$ cat config.mk
export PLATFORM = sky130hd
export DESIGN_NAME = minmax_feeder_flat
export DESIGN_NICKNAME = d
export VERILOG_FILES = /design/src/rtl/minmax_pkg.sv /design/src/rtl/minmax_feeder_if.sv /design/src/rtl/minmax_track.sv /design/src/rtl/minmax_feeder.sv /design/src/flat_wrapper.sv
export SDC_FILE = /design/constraint.sdc
export NUM_CORES = 1
export LEC_CHECK = 0
export CAP_MARGIN = 10
export CORE_UTILIZATION = 39
export DETAILED_ROUTE_END_ITERATION = 12
export DONT_BUFFER_PORTS = 1
export PLACE_DENSITY_LB_ADDON = 0.1
export SLEW_MARGIN = 20
export SYNTH_ARGS = -nofsm -noshare
export SYNTH_HDL_FRONTEND = slang
export SYNTH_SLANG_ARGS = --single-unit
$ cat constraint.sdc
create_clock -name clock -period 5.57 [get_ports clock]
set_clock_uncertainty 0.2 [all_clocks]
set_input_delay 0.8355 -clock clock [delete_from_list [all_inputs] [get_ports clock]]
set_output_delay 0.8355 -clock clock [all_outputs]
set_load 0.03 [all_outputs]
$ cat src/rtl/minmax_pkg.sv
// Shared types and helpers for the min/max feeder: state encoding, byte type, frame size
// and the averaging function used for the expected result.
package minmax_pkg;

  localparam int NBYTES = 8;

  typedef logic [7:0] byte_t;

  typedef enum logic [1:0] {
    IDLE,
    SEND,
    WAIT
  } state_t;

  // The sum needs a ninth bit so that 0xFF + 0xFF averages back to 0xFF.
  function automatic byte_t avg2(input byte_t a, input byte_t b);
    logic [8:0] sum;
    sum = {1'b0, a} + {1'b0, b};
    return sum[8:1];
  endfunction

endpackage

$ cat src/rtl/minmax_feeder_if.sv
// Host + averaging-unit signal bundle; slave is the feeder's view, master the environment's.
// No handshake: the unit consumes one byte per cycle and answers with a done strobe.
interface minmax_feeder_if;
  import minmax_pkg::*;

  logic       load_en;
  logic [2:0] load_addr;
  byte_t      load_data;
  logic       go;
  logic       busy;
  logic       tx_start;
  byte_t      tx_data;
  byte_t      rx_w;
  logic       rx_done;
  byte_t      avg;
  logic       avg_valid;
  logic       timeout_err;
  logic       mismatch;

  modport slave (
    input  load_en, load_addr, load_data, go, rx_w, rx_done,
    output busy, tx_start, tx_data, avg, avg_valid, timeout_err, mismatch
  );

  modport master (
    output load_en, load_addr, load_data, go, rx_w, rx_done,
    input  busy, tx_start, tx_data, avg, avg_valid, timeout_err, mismatch
  );

endinterface

$ cat src/rtl/minmax_track.sv
// Running min/max over the bytes being transmitted; exp_avg is ready the cycle after the last byte.
// Cleared by the start strobe; no backpressure, follows the transmit stream cycle by cycle.
module minmax_track
  import minmax_pkg::*;
(
  input  logic  clock,
  input  logic  reset,
  input  logic  start,
  input  logic  vld,
  input  byte_t dat,
  output byte_t exp_avg
);

  byte_t lo;
  byte_t hi;

  always_ff @(posedge clock) begin
    if (reset) begin
      lo <= '0;
      hi <= '0;
    end else if (start) begin
      lo <= dat;
      hi <= dat;
    end else if (vld) begin
      if (dat < lo) lo <= dat;
      if (dat > hi) hi <= dat;
    end
  end

  assign exp_avg = avg2(lo, hi);

endmodule

$ cat src/rtl/minmax_feeder.sv
// Frame transmitter for the min/max averaging unit: start + 8 bytes, then waits for done or times out.
// All outputs registered; FEEDER_CHECK_EN adds a self-check of the returned average (mismatch pulse).
module minmax_feeder
  import minmax_pkg::*;
#(
  parameter int TIMEOUT = 16
) (
  input logic            clock,
  input logic            reset,
  minmax_feeder_if.slave bus
);

  localparam logic [2:0] LAST_IDX = 3'(NBYTES - 1);
  localparam logic [7:0] LAST_CNT = 8'(TIMEOUT - 1);

  state_t     state;
  state_t     state_nxt;
  byte_t      frame [NBYTES];
  logic [2:0] idx;
  logic [7:0] cnt;
  logic       idle;
  logic       start;
  logic       capture;
  logic       expire;
  byte_t      first_byte;

  // busy stays high through the capture/timeout cycle, so IDLE only counts once it drops.
  always_comb begin
    idle       = (state == IDLE) && !bus.busy;
    start      = idle && bus.go;
    capture    = (state == WAIT) && bus.rx_done;
    expire     = (state == WAIT) && !bus.rx_done && (cnt == LAST_CNT);
    first_byte = (bus.load_en && (bus.load_addr == 3'd0)) ? bus.load_data : frame[0];
  end

  always_ff @(posedge clock) begin
    if (reset) state <= IDLE;
    else       state <= state_nxt;
  end

  always_comb begin
    state_nxt = state;
    case (state)
      IDLE:    if (start) state_nxt = SEND;
      SEND:    if (idx == LAST_IDX) state_nxt = WAIT;
      WAIT:    if (capture || expire) state_nxt = IDLE;
      default: state_nxt = IDLE;
    endcase
  end

  always_ff @(posedge clock) begin
    if (reset) begin
      for (int i = 0; i < NBYTES; i++) frame[i] <= '0;
    end else if (idle && bus.load_en) begin
      frame[bus.load_addr] <= bus.load_data;
    end
  end

  always_ff @(posedge clock) begin
    if (reset) begin
      idx             <= '0;
      cnt             <= '0;
      bus.busy        <= 1'b0;
      bus.tx_start    <= 1'b0;
      bus.tx_data     <= '0;
      bus.avg         <= '0;
      bus.avg_valid   <= 1'b0;
      bus.timeout_err <= 1'b0;
    end else begin
      bus.tx_start    <= 1'b0;
      bus.tx_data     <= '0;
      bus.avg_valid   <= 1'b0;
      bus.timeout_err <= 1'b0;
      bus.busy        <= (state_nxt != IDLE) || capture || expire;
      case (state)
        IDLE: begin
          if (start) begin
            idx          <= '0;
            bus.tx_start <= 1'b1;
            bus.tx_data  <= first_byte;
          end
        end
        SEND: begin
          if (idx == LAST_IDX) begin
            cnt <= '0;
          end else begin
            idx         <= idx + 3'd1;
            bus.tx_data <= frame[idx + 3'd1];
          end
        end
        WAIT: begin
          if (capture) begin
            bus.avg       <= bus.rx_w;
            bus.avg_valid <= 1'b1;
          end else if (expire) begin
            bus.timeout_err <= 1'b1;
          end else begin
            cnt <= cnt + 8'd1;
          end
        end
        default: ;
      endcase
    end
  end

`ifdef FEEDER_CHECK_EN
  byte_t exp_avg;

  minmax_track u_track (
    .clock   (clock),
    .reset   (reset),
    .start   (bus.tx_start),
    .vld     (state == SEND),
    .dat     (bus.tx_data),
    .exp_avg (exp_avg)
  );

  always_ff @(posedge clock) begin
    if (reset) bus.mismatch <= 1'b0;
    else       bus.mismatch <= capture && (bus.rx_w != exp_avg);
  end
`else
  assign bus.mismatch = 1'b0;
`endif

endmodule

$ cat src/flat_wrapper.sv
// flat-port wrapper written by rule: the top's interface ports become plain ports
module minmax_feeder_flat import minmax_pkg::*;
#(
  parameter int TIMEOUT = 16
)
  (clock, reset, bus_load_en, bus_load_addr, bus_load_data, bus_go, bus_rx_w, bus_rx_done, bus_busy, bus_tx_start, bus_tx_data, bus_avg, bus_avg_valid, bus_timeout_err, bus_mismatch);
  minmax_feeder_if bus_i ();
  input logic clock;
  input logic reset;
  input wire logic [$bits(bus_i.load_en)-1:0] bus_load_en;
  input wire logic [$bits(bus_i.load_addr)-1:0] bus_load_addr;
  input wire logic [$bits(bus_i.load_data)-1:0] bus_load_data;
  input wire logic [$bits(bus_i.go)-1:0] bus_go;
  input wire logic [$bits(bus_i.rx_w)-1:0] bus_rx_w;
  input wire logic [$bits(bus_i.rx_done)-1:0] bus_rx_done;
  output wire logic [$bits(bus_i.busy)-1:0] bus_busy;
  output wire logic [$bits(bus_i.tx_start)-1:0] bus_tx_start;
  output wire logic [$bits(bus_i.tx_data)-1:0] bus_tx_data;
  output wire logic [$bits(bus_i.avg)-1:0] bus_avg;
  output wire logic [$bits(bus_i.avg_valid)-1:0] bus_avg_valid;
  output wire logic [$bits(bus_i.timeout_err)-1:0] bus_timeout_err;
  output wire logic [$bits(bus_i.mismatch)-1:0] bus_mismatch;
  assign bus_i.load_en = bus_load_en;
  assign bus_i.load_addr = bus_load_addr;
  assign bus_i.load_data = bus_load_data;
  assign bus_i.go = bus_go;
  assign bus_i.rx_w = bus_rx_w;
  assign bus_i.rx_done = bus_rx_done;
  assign bus_busy = bus_i.busy;
  assign bus_tx_start = bus_i.tx_start;
  assign bus_tx_data = bus_i.tx_data;
  assign bus_avg = bus_i.avg;
  assign bus_avg_valid = bus_i.avg_valid;
  assign bus_timeout_err = bus_i.timeout_err;
  assign bus_mismatch = bus_i.mismatch;
  minmax_feeder #(.TIMEOUT(TIMEOUT)) u_core (.clock(clock), .reset(reset), .bus(bus_i));
endmodule
==> metrics.cfg, run 1 <==
[outcome]
status=complete, no violations

[timing]
worstMarginPinSlew_ns=0.893
fin_crit_sh_pct=45.2
tns_ns=0
timing.final.hold_violations=0
rsz0062_at_grt=false
max_freq_ghz=0.397
fin_crit_ns=2.52
fin_ws_ns=3.05
maxSlewHeadroom_pct=40.5
finalSetupViolations=0
slew_viol_final=0

[global_routing]
antenna_found_initial=0
grt_use_total_pct=17.3
grt_pass1_wl_um=14100
grt_max_degree=30
grt.overflow.total=0
grt_pass1_vias=2465

[placement]
place_congestion=0.749
io_buffers=0
post-place-ws_ns=3.00
dpl.hpwl_um=6240
placed_cells=454

[synth]
yosysWarningCount=0
synth-main-ff-cell=edfxtp_1
syn_nets=353
ys_seq_area_share_pct=60.3
synthCells=326
yosys.area.top_type=edfxtp_1
synth_area_leaders=edfxtp_1, dfxtp_1, and2_1, mux4_2, mux2i_1
synth-seq-cells=97
synth_area_sq_mm=0.00429
ys_types=43
synth_edf_count=64
netlist.area_leader.share_pct=44.8
syn_area_per_cell_sq_um=13.1
ys_async_sr_fraction_pct=0

[pwr]
power_leakage_nw=1.73
peakVddDrop_mv=0.195
p_per_area_mw_per_mm2=303

[detailed_routing]
drtPass1Iterations=4
vias_per_cell=5.19
num_vias=2440
drtAntennaViolNets=0
first_iter_violations=96
wl_per_cell_um=19.4
drc=0
wl_um=9100

[floorplan]
die_w_um=107
fp.coreArea_sq_mm=0.0105
dieArea_sq_mm=0.0114
row_count=37
io_pins=45
dieHeight_um=107
start_util_pct=40.8

[critical_path]
critPathRequiredTime_ns=5.69
crit_arrival_ns=2.64
cpMaxStageDelayCell=nor3b_2
startpoint_type=flop
crit_path_end_kind=flop
crit_buf_inv=0
cp_common_cell=ha_1
path_delay_family=simple AND/OR/NAND/NOR gates
worst-setup-path-type=flop to flop
cpPeakStageDelay_ns=0.70
crit_fanout=8
path_cells=ha_1 > ha_1 > nor3b_1 > nor3b_2 > a22oi_1 > nand2_1

[clock_network]
clkTransAtPathRegs_ns=0.10
cts_tree=built
cts_made_buffers=9
hold_buffers=0
cts_sinks=97
cts_buffer_depth=2
htreeDepth=3
cts_setup_buffers=0
insertion_delay_ns=0.38
cts_root_buf=clkbuf_8
post_cts_resized=0

[layout]
fin_nets=356
mostFrequentLayoutCells=and2_1, edfxtp_1, dfxtp_1
num-fill-cells=943
area_delta_synth_final_pct=8.53
drive_above_1_share_pct=17.4
fin_cells=470
final_util_pct=44.3
antennaDiodeCount=0

[job]
cap_viol_max_count=0

[min_path]
min_path_type=flop to flop

-- sequential cells by signal (all words and copies together), names as in the netlist --
signal,cells
u_core.bus.busy,1
u_core.cnt,8
u_core.idx,3
u_core.bus.timeout_err,1
u_core.bus.tx_start,1
u_core.bus.avg_valid,1
u_core.bus.tx_data,8
u_core.bus.avg,8
u_core.frame,64
u_core.state,2
-- per-stage QoR --
| stage | instance area, sq um | total power, W | hold WS (ns) |
|---|---|---|---|
| after floorplan | 4290 | 0.000895 | 0.268 |
| after global placement | 4430 | 0.000919 | 0.285 |
| after detailed placement | 4430 | 0.000920 | 0.289 |
| after CTS | 4650 | 0.00142 | 0.301 |
| after global routing | 4650 | 0.00146 | 0.298 |
| final | 4650 | 0.00141 | 0.307 |
-- worst register-to-register path: stages (launching register included) --
cell and delay [ns]:
dfxtp_1 0.33, ha_1 0.20, ha_1 0.24, nor3b_1 0.50
nor3b_2 0.70, a22oi_1 0.15, nand2_1 0.15
-- cell type report --
type | instances | area (sq um) | share of cell area (%)
inverters | 3 | 11.3 | 0.242
clock buffers | 10 | 128 | 2.74
multi-input cells | 214 | 1640 | 35.3
clock inverters | 6 | 88.8 | 1.91
well taps | 136 | 170 | 3.66
repair buffers | 4 | 30.0 | 0.646
flip-flops and latches | 97 | 2580 | 55.5
-- Yosys cell counts (3+ instances only) --
library cell and number:
nor3_1 5, clkbuf_1 6, ha_1 3, nor3b_1 3
a22oi_1 10, or2_2 9, nand3_1 5, nor2_1 24
and2_1 64, nand2b_1 4, xnor2_1 3, inv_1 3
buf_2 3, mux4_2 16, edfxtp_1 64, mux2i_1 9
nand2_1 21, mux2_2 8, o21ai_0 3, a21oi_1 6
dfxtp_1 33
-- worst paths after layout --
kind,from,to,slack [ns],cells after the start
max,u_core.idx[0],u_core.bus.tx_data[1],3.05,6
min,u_core.cnt[1],u_core.cnt[1],0.31,2
max reg2reg,u_core.idx[0],u_core.bus.tx_data[1],3.05,6
min reg2reg,u_core.cnt[1],u_core.cnt[1],0.31,2
-- power by group --
group	internal, W	leakage, nW	switching [W]
combinational	0.0000418	0.687	0.0000481
sequential	0.000790	0.935	0.0000218
clock	0.000255	0.105	0.000252
total	0.00109	1.73	0.000322
-- per-layer routing --
metal / vias to the layer above / share of wire (%) / GRT usage (%)
met5: - / 0 / 0
met4: 0 / 1.7 / 6.36
met3: 12 / 5.7 / 6.26
met2: 69 / 48 / 27.7
met1: 1184 / 44 / 21.5
li1: 1175 / - / -
-- logic make-up after synthesis --
family,Yosys count,synth area share (%)
AO/OA/AOI/OAI,21,3.18
buffers and inverters,15,1.66
flip-flops,97,60.3
other,1,0.0875
AND/OR/NAND/NOR,152,20.5
adder cells (fa/ha/maj),3,0.876
multiplexers,33,12.6
XOR/XNOR,4,0.818
(Power assumes the default switching activity.)
==> run 2: changes to the inputs <==
==> constraint.sdc (replaced) <==
create_clock -name clock -period 2.4 [get_ports clock]
set_clock_uncertainty 0.2 [all_clocks]
set_input_delay 0.36 -clock clock [delete_from_list [all_inputs] [get_ports clock]]
set_output_delay 0.36 -clock clock [all_outputs]
set_load 0.03 [all_outputs]
==> run 2 against run 1 <==
Sequential cell count did not move. Utilization rose by 2.4 points. Combinational power rose to 2.9 times the previous value. Non-clock buffer count rose by 28. Critical endpoint is now u_core.cnt[4].
==> metrics.cfg, run 2 (synthesis gave the netlist of run 1 again) <==
[critical_path]
crit_fanout=9  ; +1
critPathRequiredTime_ns=2.49  ; -3.20 ns
startpoint_type=flop
cpMaxStageDelayCell=dfxtp_1
worst-setup-path-type=flop to flop
path_cells=or3b_4 > or3_4 > or3b_1 > a21oi_1
crit_path_end_kind=flop
rrSetupSlack_ns=0.35  ; -2.70 ns
cpPeakStageDelay_ns=0.49  ; -0.21 ns
crit_arrival_ns=2.15  ; -0.49 ns

[clock_network]
cts_sinks=97  ; unchanged
clkTransAtPathRegs_ns=0.09  ; about the same
cts_tree=built
insertion_delay_ns=0.37  ; about the same
htreeDepth=3  ; unchanged
cts_setup_buffers=0  ; unchanged
cts_made_buffers=9  ; unchanged
post_cts_resized=0  ; unchanged
cts_root_buf=clkbuf_8
cts_buffer_depth=2  ; unchanged

[floorplan]
fp.coreArea_sq_mm=0.0105  ; unchanged
row_count=37  ; unchanged
io_pins=45  ; unchanged
dieHeight_um=107  ; unchanged
start_util_pct=40.8  ; unchanged
dieArea_sq_mm=0.0114  ; unchanged
die_w_um=107  ; unchanged

[timing]
finalSetupViolations=0  ; unchanged
tns_ns=0  ; unchanged
fin_hold_ws_ns=0.0178  ; -0.289 ns
max_freq_ghz=0.488  ; +23%
slew_viol_final=0  ; unchanged
rsz0062_at_grt=false
fin_crit_ns=2.05  ; -0.466 ns
fin_ws_ns=0.349  ; -2.70 ns
fin_crit_sh_pct=85.4  ; +40 points
timing.final.hold_violations=0  ; unchanged
worstMarginPinSlew_ns=0.612  ; -0.281 ns
maxSlewHeadroom_pct=59.1  ; +19 points

[detailed_routing]
wl_per_cell_um=19.7  ; +1.7%
vias_per_cell=5.19  ; about the same
first_iter_violations=116  ; +21%
drtAntennaViolNets=0  ; unchanged
drtPass1Iterations=4  ; unchanged
wl_um=9800  ; +7.7%
drc=0  ; unchanged
num_vias=2584  ; +5.9%

[global_routing]
grt_pass1_vias=2761  ; +12%
grt_max_degree=18  ; -40%
grt_use_total_pct=19.0  ; +1.7 points
grt.overflow.total=0  ; unchanged
antenna_found_initial=0  ; unchanged
grt_pass1_wl_um=15700  ; +11%

[layout]
top_register=u_core.frame
final_util_pct=46.6  ; +2.4 points
antennaDiodeCount=0  ; unchanged
largest_register_ffs=64  ; unchanged
area_delta_synth_final_pct=14.3
fin_cells=498  ; +6.0%
drive_above_1_share_pct=19.1  ; +1.7 points
fin_nets=384  ; +7.9%
mostFrequentLayoutCells=and2_1, edfxtp_1, dfxtp_1

[pwr]
peakVddDrop_mv=0.411  ; +110%
p_per_area_mw_per_mm2=679  ; +120%
power_leakage_nw=1.86  ; +7.6%

[placement]
dpl.hpwl_um=5990  ; -4.1%
post-place-ws_ns=0.359  ; -2.64 ns
placed_cells=465  ; +2.4%
place_congestion=0.797  ; +6.4%
io_buffers=0  ; unchanged

[job]
cap_viol_max_count=0  ; unchanged

[outcome]
status=complete, no violations

[min_path]
min_path_type=input pin to flop

==> run 2: changes by cell type in the layout (fill, tap and decap cells not counted) <==
cell	before	now
nor4_4	1	0
nor4_2	0	1
clkbuf_8	9	10
buf_4	4	15
dlygate4sd3_1	0	17
inv_6	2	0
clkinv_4	0	1
==> run 2: critical path: cells and delay by family (launching register included) <==
| family | cells | cell delay [ns] |
|---|---|---|
| and+or+nand+nor | 3 | 1.18 |
| DFF | 1 | 0.49 |
| AOI/OAI and AO/OA | 1 | 0.12 |
==> run 2: where the power goes <==
group          total [W]  internal [W]  switching (W)
logic           0.000265      0.000124       0.000141
registers        0.00188       0.00183      0.0000442
clock network    0.00119      0.000615       0.000570
total            0.00333       0.00257       0.000756
==> run 2: what timing repair did <==
action	in CTS	in global routing
hold endpoints to repair	82	0
endpoints found under the setup margin	0	0
hold buffers	17	0
==> run 2: layout make-up <==
cell class / count / area, sq um
fill: 939 / 5610
sequential: 97 / 2580
inverter: 3 / 11.3
multi-input combinational: 214 / 1630
clock inverter: 5 / 80.1
tap: 136 / 170
clock buffer: 11 / 141
timing repair buffer: 32 / 283
==> run 2: stage by stage <==
step	power [W]	cell area (sq um)
after floorplan	0.00208	4290
after global routing	0.00346	4900
final	0.00333	4900
after CTS	0.00336	4900
after detailed placement	0.00215	4510
after global placement	0.00215	4510
==> run 2: worst paths after layout <==
| check | depth (start not counted) | startpoint | to |
|---|---|---|---|
| setup / recovery | 4 | u_core.state[1] | u_core.cnt[4] |
| hold / removal | 2 | bus_go | u_core.bus.busy |
| setup reg to reg | 4 | u_core.state[1] | u_core.cnt[4] |
| hold reg to reg | 2 | u_core.cnt[1] | u_core.cnt[1] |
==> run 2: routing by layer <==
metal  wire [um]  share of wire [%]  global-route usage [%]
met1        4190                 43                    23.2
met2        4880                 50                    31.9
met3         449                4.6                    5.17
met4         274                2.8                    7.53
met5           0                  0                       0
==> run 3: changes to the inputs <==
--- a/config.mk
+++ b/config.mk
@@ -6,7 +6,7 @@
 export NUM_CORES = 1
 export LEC_CHECK = 0
 export CAP_MARGIN = 10
-export CORE_UTILIZATION = 39
+export CORE_UTILIZATION = 50
 export DETAILED_ROUTE_END_ITERATION = 12
 export DONT_BUFFER_PORTS = 1
 export PLACE_DENSITY_LB_ADDON = 0.1
==> constraint.sdc (replaced) <==
create_clock -name clock -period 2.4 [get_ports clock]
set_clock_uncertainty 0.2 [all_clocks]
set_input_delay 0.36 -clock clock [delete_from_list [all_inputs] [get_ports clock]]
set_output_delay 0.36 -clock clock [all_outputs]
set_load 0.1 [all_outputs]
==> run 3 against run 2 <==
Critical path depth increased by 2. Power is 1.0% lower. Sequential share of layout area shrank 0.80 points. Final area grew 1.5%. Highest routed layer unchanged.
==> metrics.cfg, run 3 (synthesis gave the netlist of run 1 again) <==
[outcome]
status=complete, no violations

[timing]
timing.final.hold_violations=0  ; unchanged
rsz0062_at_grt=false
fin_crit_sh_pct=86.6  ; +1.1 points
maxSlewHeadroom_pct=45.8  ; -13 points
slew_viol_final=0  ; unchanged
worstMarginPinSlew_ns=0.807  ; +0.195 ns
max_freq_ghz=0.481  ; -1.3%
finalSetupViolations=0  ; unchanged
tns_ns=0  ; unchanged
fin_crit_ns=2.08  ; +0.0274 ns

[job]
cap_viol_max_count=0  ; unchanged

[floorplan]
io_pins=45  ; unchanged
start_util_pct=51.9  ; +11 points
die_w_um=94.6  ; -11%
fp.coreArea_sq_mm=0.00826  ; -21%
row_count=33  ; -11%
dieHeight_um=94.6  ; -11%
dieArea_sq_mm=0.00895  ; -22%

[global_routing]
grt_pass1_wl_um=14100  ; -10%
grt_use_total_pct=22.0  ; +3.0 points
grt_max_degree=18  ; unchanged
use_met3_pct=4.59  ; -0.58 points
grt_pass1_vias=2680  ; -2.9%
grt_use_met1_pct=31.3  ; +8.2 points
grt_busiest_layer=met2
antenna_found_initial=0  ; unchanged
grtUsageMet2_pct=33.3  ; +1.4 points
grt.overflow.total=0  ; unchanged

[clock_network]
cts_setup_buffers=0  ; unchanged
htreeDepth=3  ; unchanged
cts_tree=built
cts_made_buffers=9  ; unchanged
cts_sinks=97  ; unchanged
cts_root_buf=clkbuf_8
insertion_delay_ns=0.36  ; about the same
cts_buffer_depth=2  ; unchanged
clkTransAtPathRegs_ns=0.10  ; about the same

[detailed_routing]
drtPass1Iterations=4  ; unchanged
drtAntennaViolNets=0  ; unchanged
vias_per_cell=5.39  ; +4.0%
wl_per_cell_um=18.3  ; -7.2%
num_vias=2616  ; +1.2%
wl_um=8860  ; -9.6%
first_iter_violations=129  ; +11%
drc=0  ; unchanged

[critical_path]
crit_arrival_ns=2.19  ; +0.04 ns
cpMaxStageDelayCell=nor3b_1
path_cells=ha_1 > ha_1 > nor3b_1 > and3b_1 > a22oi_1 > nand2_1
critPathRequiredTime_ns=2.51  ; +0.02 ns
startpoint_type=flop
cp_common_cell=ha_1
crit_buf_inv=0  ; unchanged
worst-setup-path-type=flop to flop
crit_path_end_kind=flop
path_delay_family=simple AND/OR/NAND/NOR gates
cpPeakStageDelay_ns=0.44  ; -0.05 ns
crit_fanout=8  ; -1

[placement]
place_congestion=0.776  ; -2.6%
io_buffers=0  ; unchanged
place_area_sq_mm=0.00460  ; +2.1%
placed_cells=452  ; -2.8%
dpl.hpwl_um=5820  ; -2.8%

[min_path]
min_path_type=input pin to flop

[layout]
fin_area_sq_mm=0.00497  ; +1.5%
mostFrequentLayoutCells=and2_1, edfxtp_1, buf_4, dfxtp_1, nor2_1
largest_register_ffs=64  ; unchanged
final_util_pct=60.2  ; +14 points
drive_above_1_share_pct=23.4  ; +4.4 points
area_delta_synth_final_pct=16.1
top_register=u_core.frame
fin_cells=485  ; -2.6%
fin_nets=402  ; +4.7%
antennaDiodeCount=0  ; unchanged

[pwr]
p_per_area_mw_per_mm2=662  ; -2.5%
peakVddDrop_mv=0.324  ; -21%
power_leakage_nw=1.94  ; +4.7%

-- run 3: cell types whose count changed in the layout (fill, tap and decap cells not counted) --
cell and delta:
inv_6 +3, clkinv_1 -1, buf_4 +18, clkinv_4 -1, clkbuf_1 -1, bufinv_16 -1, clkbuf_8 -1, clkinvlp_4 +1
clkinv_2 +1
-- run 3: path summary, 6_finish.rpt --
check / startpoint / end / slack (ns) / depth (start not counted)
setup / recovery: u_core.idx[0] / u_core.bus.tx_data[0] / 0.32 / 6
hold / removal: bus_load_data[4] / u_core.frame[3][4] / 0.01 / 1
setup reg to reg: u_core.idx[0] / u_core.bus.tx_data[0] / 0.32 / 6
hold reg to reg: u_core.cnt[4] / u_core.cnt[4] / 0.31 / 2
-- run 3: metrics by stage --
step | total power [W] | hold WS [ns] | setup WS, ns
floorplan | 0.00214 | 0.268 | 0.192
global placement | 0.00221 | 0.231 | 0.390
detailed placement | 0.00221 | 0.234 | 0.365
CTS | 0.00332 | 0.00796 | 0.339
global route | 0.00341 | 0.0113 | 0.151
finish | 0.00329 | 0.0150 | 0.322
-- run 3: repair_timing --
| item | in CTS | in global routing |
|---|---|---|
| hold buffers | 17 | 0 |
| gates resized for setup | 0 | 0 |
| endpoints found under the hold margin | 81 | 0 |
| setup endpoints to repair | 0 | 0 |
-- run 3: where the power goes --
part / internal (W) / switching, W
combinational: 0.000135 / 0.000222
clock: 0.000491 / 0.000588
sequential: 0.00183 / 0.0000243
-- run 3: layout make-up --
class | instances | area (sq um)
Sequential cell | 97 | 2580
Timing Repair Buffer | 50 | 418
Inverter | 3 | 11.3
Tap cell | 105 | 131
Clock buffer | 9 | 124
Clock inverter | 7 | 76.3
Multi-Input combinational cell | 214 | 1630
Fill cell | 659 | 3280
-- run 3: metal layers --
metal | routed length, um | part of all wire (%)
met5 | 0 | 0
met3 | 434 | 4.9
met2 | 3990 | 45
met4 | 181 | 2.0
met1 | 4250 | 48
